===== src/rtl/anton_neopixel_apb_bridge.sv =====
// APB slave bridge onto the byte-wide neopixel buffer/register port.
// One transfer at a time: latch on setup, single-cycle strobe, optional read capture, one-cycle response.
module anton_neopixel_apb_bridge #(
   parameter int ADDR_W = 16
) (
   input  logic              busClk,
   input  logic              busResetn,
   input  logic              psel,
   input  logic              penable,
   input  logic              pwrite,
   input  logic [ADDR_W-1:0] paddr,
   input  logic [31:0]       pwdata,
   output logic [31:0]       prdata,
   output logic              pready,
   output logic              pslverr,
   output logic [13:0]       busAddr,
   output logic [7:0]        busDataIn,
   output logic              busWrite,
   output logic              busRead,
   input  logic [7:0]        busDataOut
);

   typedef enum logic [1:0] {
      ST_IDLE    = 2'd0,
      ST_STROBE  = 2'd1,
      ST_CAPTURE = 2'd2,
      ST_RESP    = 2'd3
   } state_t;

   state_t state_r;
   logic   write_r;
   logic   err_r;
   logic   setup_err_s;
   logic   unused_pwdata_s;

   // Misaligned accesses fail, and so do writes to the read-only status register.
   function automatic logic addr_err(input logic [15:0] addr, input logic is_write);
      return (addr[1:0] != 2'b00) || (is_write && addr[15] && (addr[3:2] == 2'b11));
   endfunction

   assign setup_err_s     = addr_err(paddr[15:0], pwrite);
   assign unused_pwdata_s = ^pwdata[31:8];

   // Transfer sequencer; every output is registered on entry to the state that owns it.
   always_ff @(posedge busClk) begin
      if (!busResetn) begin
         state_r   <= ST_IDLE;
         write_r   <= 1'b0;
         err_r     <= 1'b0;
         prdata    <= 32'h0000_0000;
         pready    <= 1'b0;
         pslverr   <= 1'b0;
         busAddr   <= 14'd0;
         busDataIn <= 8'h00;
         busWrite  <= 1'b0;
         busRead   <= 1'b0;
      end else begin
         case (state_r)
            ST_IDLE: begin
               pready  <= 1'b0;
               pslverr <= 1'b0;
               if (psel && !penable) begin
                  busAddr   <= paddr[15:2];
                  busDataIn <= pwdata[7:0];
                  write_r   <= pwrite;
                  err_r     <= setup_err_s;
                  busWrite  <= pwrite && !setup_err_s;
                  busRead   <= !pwrite && !setup_err_s;
                  state_r   <= ST_STROBE;
               end else begin
                  busWrite <= 1'b0;
                  busRead  <= 1'b0;
                  state_r  <= ST_IDLE;
               end
            end
            ST_STROBE: begin
               busWrite <= 1'b0;
               busRead  <= 1'b0;
               if (!psel) begin
                  state_r <= ST_IDLE;
               end else if (!write_r && !err_r) begin
                  state_r <= ST_CAPTURE;
               end else begin
                  pready  <= 1'b1;
                  pslverr <= err_r;
                  state_r <= ST_RESP;
               end
            end
            // An abandoned read does not count as successful, so prdata is left alone.
            ST_CAPTURE: begin
               if (!psel) begin
                  state_r <= ST_IDLE;
               end else begin
                  prdata  <= {24'h00_0000, busDataOut};
                  pready  <= 1'b1;
                  pslverr <= 1'b0;
                  state_r <= ST_RESP;
               end
            end
            ST_RESP: begin
               pready  <= 1'b0;
               pslverr <= 1'b0;
               state_r <= ST_IDLE;
            end
            default: begin
               pready   <= 1'b0;
               pslverr  <= 1'b0;
               busWrite <= 1'b0;
               busRead  <= 1'b0;
               state_r  <= ST_IDLE;
            end
         endcase
      end
   end

endmodule


===== config.mk =====
export PLATFORM = sky130hd
export DESIGN_NAME = anton_neopixel_apb_bridge
export DESIGN_NICKNAME = d
export VERILOG_FILES = /design/src/rtl/anton_neopixel_apb_bridge.sv
export SDC_FILE = /design/constraint.sdc
export NUM_CORES = 1
export LEC_CHECK = 0
export BUFFER_PORTS_ARGS = -buffer_cell sky130_fd_sc_hd__buf_2
export CORE_MARGIN = 4
export CORE_UTILIZATION = 37
export CTS_CLUSTER_SIZE = 12
export DETAILED_ROUTE_END_ITERATION = 10
export MAX_ROUTING_LAYER = met4
export PLACE_DENSITY = 0.76
export SYNTH_ARGS = -nofsm -noshare
export SYNTH_HDL_FRONTEND = slang
export SYNTH_SLANG_ARGS = --single-unit

===== constraint.sdc =====
create_clock -name busClk -period 1.3 [get_ports busClk]
set_clock_uncertainty 0.1 [all_clocks]
set_input_delay 0.26 -clock busClk [delete_from_list [all_inputs] [get_ports busClk]]
set_output_delay 0.26 -clock busClk [all_outputs]
set_load 0.005 [all_outputs]

* Word level (Yosys, flattened, before mapping)
Index checks and enable logic that the tools add are counted.
** Cells by class
- Equal/unequal tests :: 7
- Muxes and demuxes :: 17
- Reduce and logical (&&, ||, !) cells :: 19
** Operator list (number)
- $mux W1 :: 10
- $pmux W2 S4 :: 1
- $eq A2 B2 Y1 const B :: 3
- $logic_and A1 B1 Y1 :: 6
- $ne A2 B2 Y1 const B :: 3
- $pmux W1 S3 :: 2
- $logic_not A1 Y1 :: 5
- $mux W2 :: 2
- $pmux W1 S2 :: 2
- $reduce_and A2 Y1 :: 2
- $reduce_bool A2 Y1 :: 2
- $reduce_and A3 Y1 :: 1
- $eq A2 B1 Y1 const B :: 1
- $logic_not A2 Y1 :: 1
- $reduce_or A2 Y1 :: 1
- $logic_or A1 B1 Y1 :: 1
** Word-level totals
- Register bits :: 38
- Logic and storage cells :: 53
- Input bits :: 61

* Depth between registers and ports, before layout
Gate-level depths: netlist (run 1).
- Depth after elaboration :: 7
- Gate-level depth with buffers :: 7
- Gate-level depth less buffers :: 5

* Worst setup path before layout (run 1)
OpenSTA, ideal clock, no wires.
- Path kind :: register to register
- From :: register state_r[0]
- To :: register busRead
- Setup time :: 114 ps
- Stages on the path, launching flop included :: 8
- Setup slack :: -78 ps
- Data required time :: 1086 ps
- Buffers on the path :: 2
- Clock period less this slack :: 1378 ps
- Arrival time :: 1164 ps
- Cell sequence :: dfxtp_1 -> inv_1 -> ha_1 -> and3b_1 -> buf_6 -> buf_6 -> nand3b_2 -> a21oi_2
** On the way
- Cells in the longest elaborated chain, start to end :: 2
- Elaborated cells on any way between the ends :: 4
- Classes of those cells :: eq/ne: 1; mux: 1; reduce/logical: 2
** RTL lines
- from (decl) :: RTL line 30 : state_t state_r;
- from (signal assigned) :: RTL line 47 : state_r <= ST_IDLE;
- from (signal assigned) :: RTL line 69 : state_r <= ST_STROBE;
- from (signal assigned) :: RTL line 73 : state_r <= ST_IDLE;
- $eq A2 B1 Y1 or $logic_not A2 Y1 (tied branches) :: RTL line 58 : case (state_r)
- $pmux W1 S2 or $reduce_bool A2 Y1 (tied branches)
- to (signal assigned) :: RTL line 68 : busRead <= !pwrite && !setup_err_s;
- to (decl) :: RTL line 19 : output logic busRead,
Several ways; a longest one is shown, not always the timed one.
A chain may end at the register's enable or synchronous reset.

* Worst setup path after layout (run 1)
- From :: register state_r[1]
- To :: register busWrite
** On the way
- Cells in the longest elaborated chain, start to end :: 2
- Elaborated cells on any way between the ends :: 4
- Classes of those cells :: eq/ne: 1; mux: 1; reduce/logical: 2
** RTL lines
- $eq A2 B1 Y1 or $logic_not A2 Y1 (tied branches) :: RTL line 58
- $pmux W1 S2 or $reduce_bool A2 Y1 (tied branches)
- to (signal assigned) :: RTL line 67 : busWrite <= pwrite && !setup_err_s;
- to (decl) :: RTL line 18 : output logic busWrite,
Several ways; a longest one is shown, not always the timed one.

==> impl_results.md, run 1 <==
* WHS at between 0.1 and 0.15 ns
* Cells after Synth at 203
* Post-CTS Setup Repair Bufs at 0
* DRC at 0
* Clock transition at the registers of the reported paths at about 0.08 ns
* CP arrival at 1.44 ns
* #FFs+latches synth at 38
* HP Class: primary input to flip-flop
* Worst IR Drop VDD at between 0.4 and 0.5 mV
* Largest net degree at the start of global routing at 24
* Fmax at around 760 MHz
* Post-DRT Antenna Nets at 0
* Die height at about 76 um
* Placement Cell Area at 2120 sq um
* Place WS at -0.0884 ns
* Total global-route track usage at around an eighth
* Initial Util at between 30% and 40%
* XOR/XNOR share of the synthesized area at 0%
* Vias in the first global route at about 1,400
* Setup ws final at -0.0160 ns
* Post-synthesis simple-gate area fraction at about a fifth
* Port Buffers at 70
* Global-route wire length before repair at just over 6 mm
* Worst-Skew Late Latency at between 0.2 and 0.3 ns
* Prevailing post-synth register cell: dfxtp_1
* Final Hold Vio Count at 0
* DP Wirelength at 2.82 mm
* Cells taking the most area after synthesis: dfxtp_1 44%, nand2_1 13%, buf_4 10%, a21boi_1 7.4%, a21boi_0 6.1%
* Cell variety after synth at 26
* Share of the synthesized area in the top cell type at 44.1%
* Crit. End Element: flip-flop
* H-tree depth at 2
* Vias at about 1,500
* Power Dens Cells at between 1000 and 1500 nW/um^2
* Final WL at 3.66 mm
* # hold bufs at CTS at 0
* Total CTS buffers at 5
* Ys async rst share at 0%
* Row cnt at 24
* Compound-gate portion of the synthesized area at roughly 16%
* Final setup vio count at 1
* Final Cycle Share at 101%
* Max_cap viols at 0
* Most frequent cells after synthesis: 59 x nand2_1, 38 x dfxtp_1, 24 x buf_4, 17 x a21boi_1, 14 x a21boi_0
* Ratio of cells with drive above 1 in the final layout at a little over a third
* # diodes at 0
* Grt ovf at 0
* Initial drt markers at between 50 and 60
* Vias per Instance at between 4 and 5
* Worst Path Max Fanout at 9
* Failing checks: negative setup slack
* CP Launch Type: flip-flop
* Post-synthesis mux area share at ~1.2%
* Root Buffer: clkbuf_8
* Largest family of logic cells by synthesized area: simple AND/OR/NAND/NOR gates
* Status: complete, but fails checks
* Die ar. at between 5000 and 6000 sq um
* Fin. max-slew vios at 0
* Global placement routability congestion at between 0.6 and 0.7
* Design Area, Final at around 2200 sq um
* Core area at between 4000 and 5000 sq um
* Lkg Pwr at 1.08 nW
* Die X at 76.3 um
* Number of flops mapped to enable cells by yosys at 0
* CTS tree: done
* Final Critical Period at 1.32 ns
* Final nets at about 350
* Register area share after synthesis at around 44%
* WP data required at 1.42 ns
* YS warnings at 0
* Synthesized area at between 1500 and 2000 sq um
* Synth Area in Adders at 2.90%
* Router iterations before antenna repair at 3
* WS Path Type: flip-flop to flip-flop
* P&R area growth vs syn at 30.4%
* Count leader, synth: nand2_1
* Ports at ~120
* Total power at between 2 and 2.5 mW
* Avg WL per Cell at between 10 and 15 um
* Clock Path Buffers at 2
* RSZ-0062 raised after global routing: true
* Clock Sinks at 38
* Syn Area/Cell at roughly 8.5 sq um
* Initial antenna violation count at 0
* Area leader, netlist: dfxtp_1
## path summary, 6_finish.rpt
path,startpoint,to,slack (ns),cells past startpoint
setup / recovery,state_r[1]$_SDFF_PN0_,busWrite$_SDFFE_PN0P_,-0.02,6
hold / removal,pwdata[5],busDataIn[5]$_SDFFE_PN0P_,0.11,3
setup reg to reg,state_r[1]$_SDFF_PN0_,busWrite$_SDFFE_PN0P_,-0.02,6
hold reg to reg,busDataIn[0]$_SDFFE_PN0P_,busDataIn[0]$_SDFFE_PN0P_,0.35,2
## sequential cells by signal (all words and copies together), names as in the netlist
name and count:
state_r 2, busWrite 1, pready 1, pslverr 1, write_r 1, busRead 1, err_r 1, busDataIn 8
prdata 8, busAddr 14
## layer usage
metal | vias to the layer above | GRT usage (%) | routed length [um]
li1 | 769 | - | -
met5 | - | - | 0
met1 | 677 | 15.0 | 1620
met3 | 5 | 5.08 | 306
met2 | 57 | 21.9 | 1690
met4 | 0 | 3.26 | 37
## cells by family (layout without fill, tap and decap cells)
logic type | count (synthesis) | after routing
buffers and inverters | 37 | 95
other | 1 | 24
DFF | 38 | 38
muxes | 2 | 2
AOI/OAI and AO/OA | 39 | 39
adders and majority gates | 4 | 4
and+or+nand+nor | 82 | 82
## where the power goes
part	internal, mW	total (mW)	switching, mW
registers	1.20	1.22	0.0190
logic	0.137	0.273	0.136
clock network	0.565	0.977	0.413
total	1.90	2.47	0.568
## worst max-delay path, stage by stage, from the launching register on
cell     delay, ns
dfxtp_2       0.33
inv_2         0.08
ha_4          0.14
and3b_2       0.23
buf_6         0.14
nand4_1       0.08
a21oi_1       0.15
## stage by stage
stage / util (%) / TNS, ns / instances
after floorplan: - / 0 / 226
after global placement: 47.6 / -0.484 / 328
after detailed placement: 47.6 / -0.861 / 328
after CTS: 50.6 / -0.0740 / 336
after global routing: 50.6 / -1.82 / 336
final: 50.6 / -0.0160 / 336
## placed cells by master, fill, tap and decap left out, drive strengths merged, types with 3 or more instances in the layout
master	netlist	final
nand3	9	9
nor2	4	4
conb	1	24
nand2b	3	3
clkbuf	4	5
nand2	59	59
ha	4	4
dfxtp	38	38
buf	31	85
nand3b	3	3
o21ai	4	4
a21boi	31	31
## area by class of cell
cell class              count  area (sq um)
fillers                   459          2190
multi-input cells         151           822
flip-flops and latches     38           763
repair buffers             85           483
clock buffers               5          68.8
well taps                  52          65.1
clock inverters             3          40.0
inverters                   2          7.51
## what timing repair did
item / in CTS / in global routing
gates resized for setup: 7 / 8
pin swaps: 0 / 0
setup endpoints to repair: 29 / 36
endpoints found under the hold margin: 0 / 0
Note: power is estimated with default switching activity, not from simulation.
==> run 2, diff against run 1 <==
--- a/config.mk
+++ b/config.mk
@@ -8,9 +8,9 @@
 export BUFFER_PORTS_ARGS = -buffer_cell sky130_fd_sc_hd__buf_2
 export CORE_MARGIN = 4
-export CORE_UTILIZATION = 37
+export CORE_UTILIZATION = 41
 export CTS_CLUSTER_SIZE = 12
 export DETAILED_ROUTE_END_ITERATION = 10
 export MAX_ROUTING_LAYER = met4
-export PLACE_DENSITY = 0.76
+export PLACE_DENSITY = 0.8
 export SYNTH_ARGS = -nofsm -noshare
 export SYNTH_HDL_FRONTEND = slang
==> constraint.sdc (replaced) <==
create_clock -name busClk -period 1.25 [get_ports busClk]
set_clock_uncertainty 0.1 [all_clocks]
set_input_delay 0.25 -clock busClk [delete_from_list [all_inputs] [get_ports busClk]]
set_output_delay 0.25 -clock busClk [all_outputs]
set_load 0.01 [all_outputs]
==> run 2 against run 1 <==
Effect of this change: the run still ends with negative setup slack left; via count down 0.93%; sequential share of layout area down 0.79 points; count of clock-buffer cells in the layout up 2; register-to-register slack worse by 0.06 ns; non-clock buffer count down 2; sequential power up 4%; wire length up 4.7%; setup slack worse by 0.060 ns; first-iteration DRC count down 37%; utilization up 6.6 points; clock power about the same; critical path depth unchanged; critical path type unchanged.
==> impl_results.md, run 2 (synthesized netlist as in run 1, its figures left out) <==
* # hold bufs at CTS at 0 (unchanged)
* CP arrival at 1.39 ns (was 1.44 ns)
* Router iterations before antenna repair at 4 (was 3)
* Total global-route track usage at 15.0% (was 13.2%)
* CTS tree: done (unchanged)
* Initial Util at 42.8% (was 38.8%)
* Root Buffer: clkbuf_8 (unchanged)
* Ports at 119 (unchanged)
* Fmax at 754 MHz (was 760 MHz)
* Final setup vio count at 24 (was 1)
* RSZ-0062 raised after global routing: true (unchanged)
* FILL cells at 379 (was 459)
* R2R setup slack at -0.08 ns (was -0.02 ns)
* Most frequent cells in the layout: 70 x buf_2, 57 x nand2_1, 36 x dfxtp_1 (was 70 x buf_2, 58 x nand2_1, 36 x dfxtp_1)
* Clock Sinks at 38 (unchanged)
* Largest net degree at the start of global routing at 24 (unchanged)
* Worst IR Drop VDD at 0.587 mV (was 0.463 mV)
* Power Dens Cells at 1130 nW/um^2 (was 1100 nW/um^2)
* Crit-path max cell delay at 0.36 ns (was 0.33 ns)
* Clock Path Buffers at 2 (unchanged)
* WHS at 0.0952 ns (was 0.107 ns)
* WP data required at 1.31 ns (was 1.42 ns)
* Worst Hold End: busAddr[2]$_SDFFE_PN0P_ (was busDataIn[5]$_SDFFE_PN0P_)
* Final nets at 346 (was 348)
* # diodes at 0 (unchanged)
* HP Class: primary input to flip-flop (unchanged)
* Initial antenna violation count at 0 (unchanged)
* Status: complete, but fails checks (unchanged)
* Reg2reg start: state_r[0]$_SDFF_PN0_ (was state_r[1]$_SDFF_PN0_)
* Final WL at 3.83 mm (was 3.66 mm)
* CP cell instances: inv_4, ha_4, and3b_2, buf_12, o21ai_1, a31oi_1 (was inv_2, ha_4, and3b_2, buf_6, nand4_1, a21oi_1)
* Lkg Pwr at 1.09 nW (was 1.08 nW)
* Die X at 72.9 um (was 76.3 um)
* Vias at 1,494 (was 1,508)
* Slowest CP cell: dfxtp_2 (unchanged)
* FF-to-FF path depth at 6 (unchanged)
* Global-route wire length before repair at 6.05 mm (was 6.19 mm)
* Total power at 2.61 mW (was 2.47 mW)
* Worst-Skew Late Latency at 0.28 ns (was 0.29 ns)
* WP buf/inv at 2 (unchanged)
* Max_cap viols at 0 (unchanged)
* Core area at 4030 sq um (was 4440 sq um)
* Die height at 72.9 um (was 76.3 um)
* Setup ws final at -0.0763 ns (was -0.0160 ns)
* Setup_tns at -0.527 ns (was -0.0160 ns)
* WS Path Type: flip-flop to flip-flop (unchanged)
* Clock transition at the registers of the reported paths at 0.07 ns (was 0.08 ns)
* Reg with most FFs: busAddr (unchanged)
* Vias in the first global route at 1,384 (was 1,392)
* DRC at 0 (unchanged)
* Row cnt at 23 (was 24)
* Post-layout util at 57.2% (was 50.6%)
* Initial drt markers at 33 (was 52)
* Grt ovf at 0 (unchanged)
* H-tree depth at 2 (unchanged)
* Vias per Instance at 4.50 (was 4.49)
* Worst R2R End: err_r$_SDFFE_PN0P_ (was busWrite$_SDFFE_PN0P_)
* Crit. End Element: flip-flop (unchanged)
* Final Hold Vio Count at 0 (unchanged)
* Total CTS buffers at 5 (unchanged)
* Failing checks: negative setup slack (unchanged)
* Ratio of cells with drive above 1 in the final layout at 37.6% (was 36.6%)
* Top Registers: busAddr x14, busDataIn x8, prdata x8 (unchanged)
* Worst Path Max Fanout at 20 (was 9)
* Avg WL per Cell at 11.5 um (was 10.9 um)
* Hold Path Depth at 3 (unchanged)
* Port Buffers at 70 (unchanged)
* Final Critical Period at 1.33 ns (was 1.32 ns)
* P&R area growth vs syn at 33.5% (was 30.4%)
* Global placement routability congestion at 0.715 (was 0.679)
* Post-DRT Antenna Nets at 0 (unchanged)
* Fin. max-slew vios at 0 (unchanged)
* CP delay by family, top: flip-flops (unchanged)
* Hold Startpoint: paddr[4] (was pwdata[5])
* DP Wirelength at 2.91 mm (was 2.82 mm)
* Max reg flops at 14 (unchanged)
* CP Launch Type: flip-flop (unchanged)
* Final Cycle Share at 106% (was 101%)
* Most common cell after layout, fill and taps aside: buf_2 (unchanged)
* Die ar. at 5310 sq um (was 5820 sq um)
run 2: changes by cell type in the layout (fill, tap and decap cells not counted), sizes merged:
cell,delta
buf,-2
clkinv,-2
clkbuf,+2
run 2: repair_timing:
action,4_1_cts,5_1_grt
pin swaps,1,3
endpoints found under the setup margin,36,37
setup buffers,0,1
gates resized for setup,5,14
run 2: report_power, final:
group	switching, mW	internal [mW]
logic	0.179	0.148
registers	0.0204	1.25
clock network	0.414	0.597
run 2: worst max-delay path by stage:
stage                           from  slack [ns]                endpoint  depth (start not counted)
5_1_grt        state_r[1]$_SDFF_PN0_       -0.15   busWrite$_SDFFE_PN0P_                          6
4_1_cts        state_r[0]$_SDFF_PN0_        -0.1   busWrite$_SDFFE_PN0P_                          6
6_report       state_r[0]$_SDFF_PN0_       -0.08      err_r$_SDFFE_PN0P_                          6
3_3_place_gp   state_r[1]$_SDFF_PN0_       -0.06   busWrite$_SDFFE_PN0P_                          6
3_5_place_dp   state_r[0]$_SDFF_PN0_       -0.13  prdata[7]$_SDFFE_PN0P_                          5
2_1_floorplan  state_r[0]$_SDFF_PN0_       -0.01   state_r[0]$_SDFF_PN0_                          7
run 2: per-stage QoR:
step	worst slack (ns)	std cells	cell area (sq um)
2_1_floorplan	-0.0108	226	1840
3_3_place_gp	-0.0589	323	2130
3_5_place_dp	-0.133	323	2130
4_1_cts	-0.0978	331	2240
5_1_grt	-0.149	332	2300
6_report	-0.0763	332	2300
run 2: area by class of cell:
type                            instances  area [sq um]  share of cell area [%]
Multi-Input combinational cell        151           872                    37.9
Sequential cell                        38           763                    33.1
Timing Repair Buffer                   83           489                    21.2
Clock buffer                            7          76.3                    3.31
Tap cell                               50          62.6                    2.72
Clock inverter                          1          30.0                    1.30
Inverter                                2          10.0                   0.435
run 2: tightest hold or removal path, cell delays in order:
cell and delay, ns:
buf_2 0.09, nand2_1 0.04, a21boi_1 0.05
run 2: per-layer routing:
metal,up-vias,wire [um],GRT usage (%)
met5,-,0,-
met4,0,18,4.92
met3,2,314,4.82
met2,52,1880,24.9
met1,674,1620,17.0
li1,766,-,-
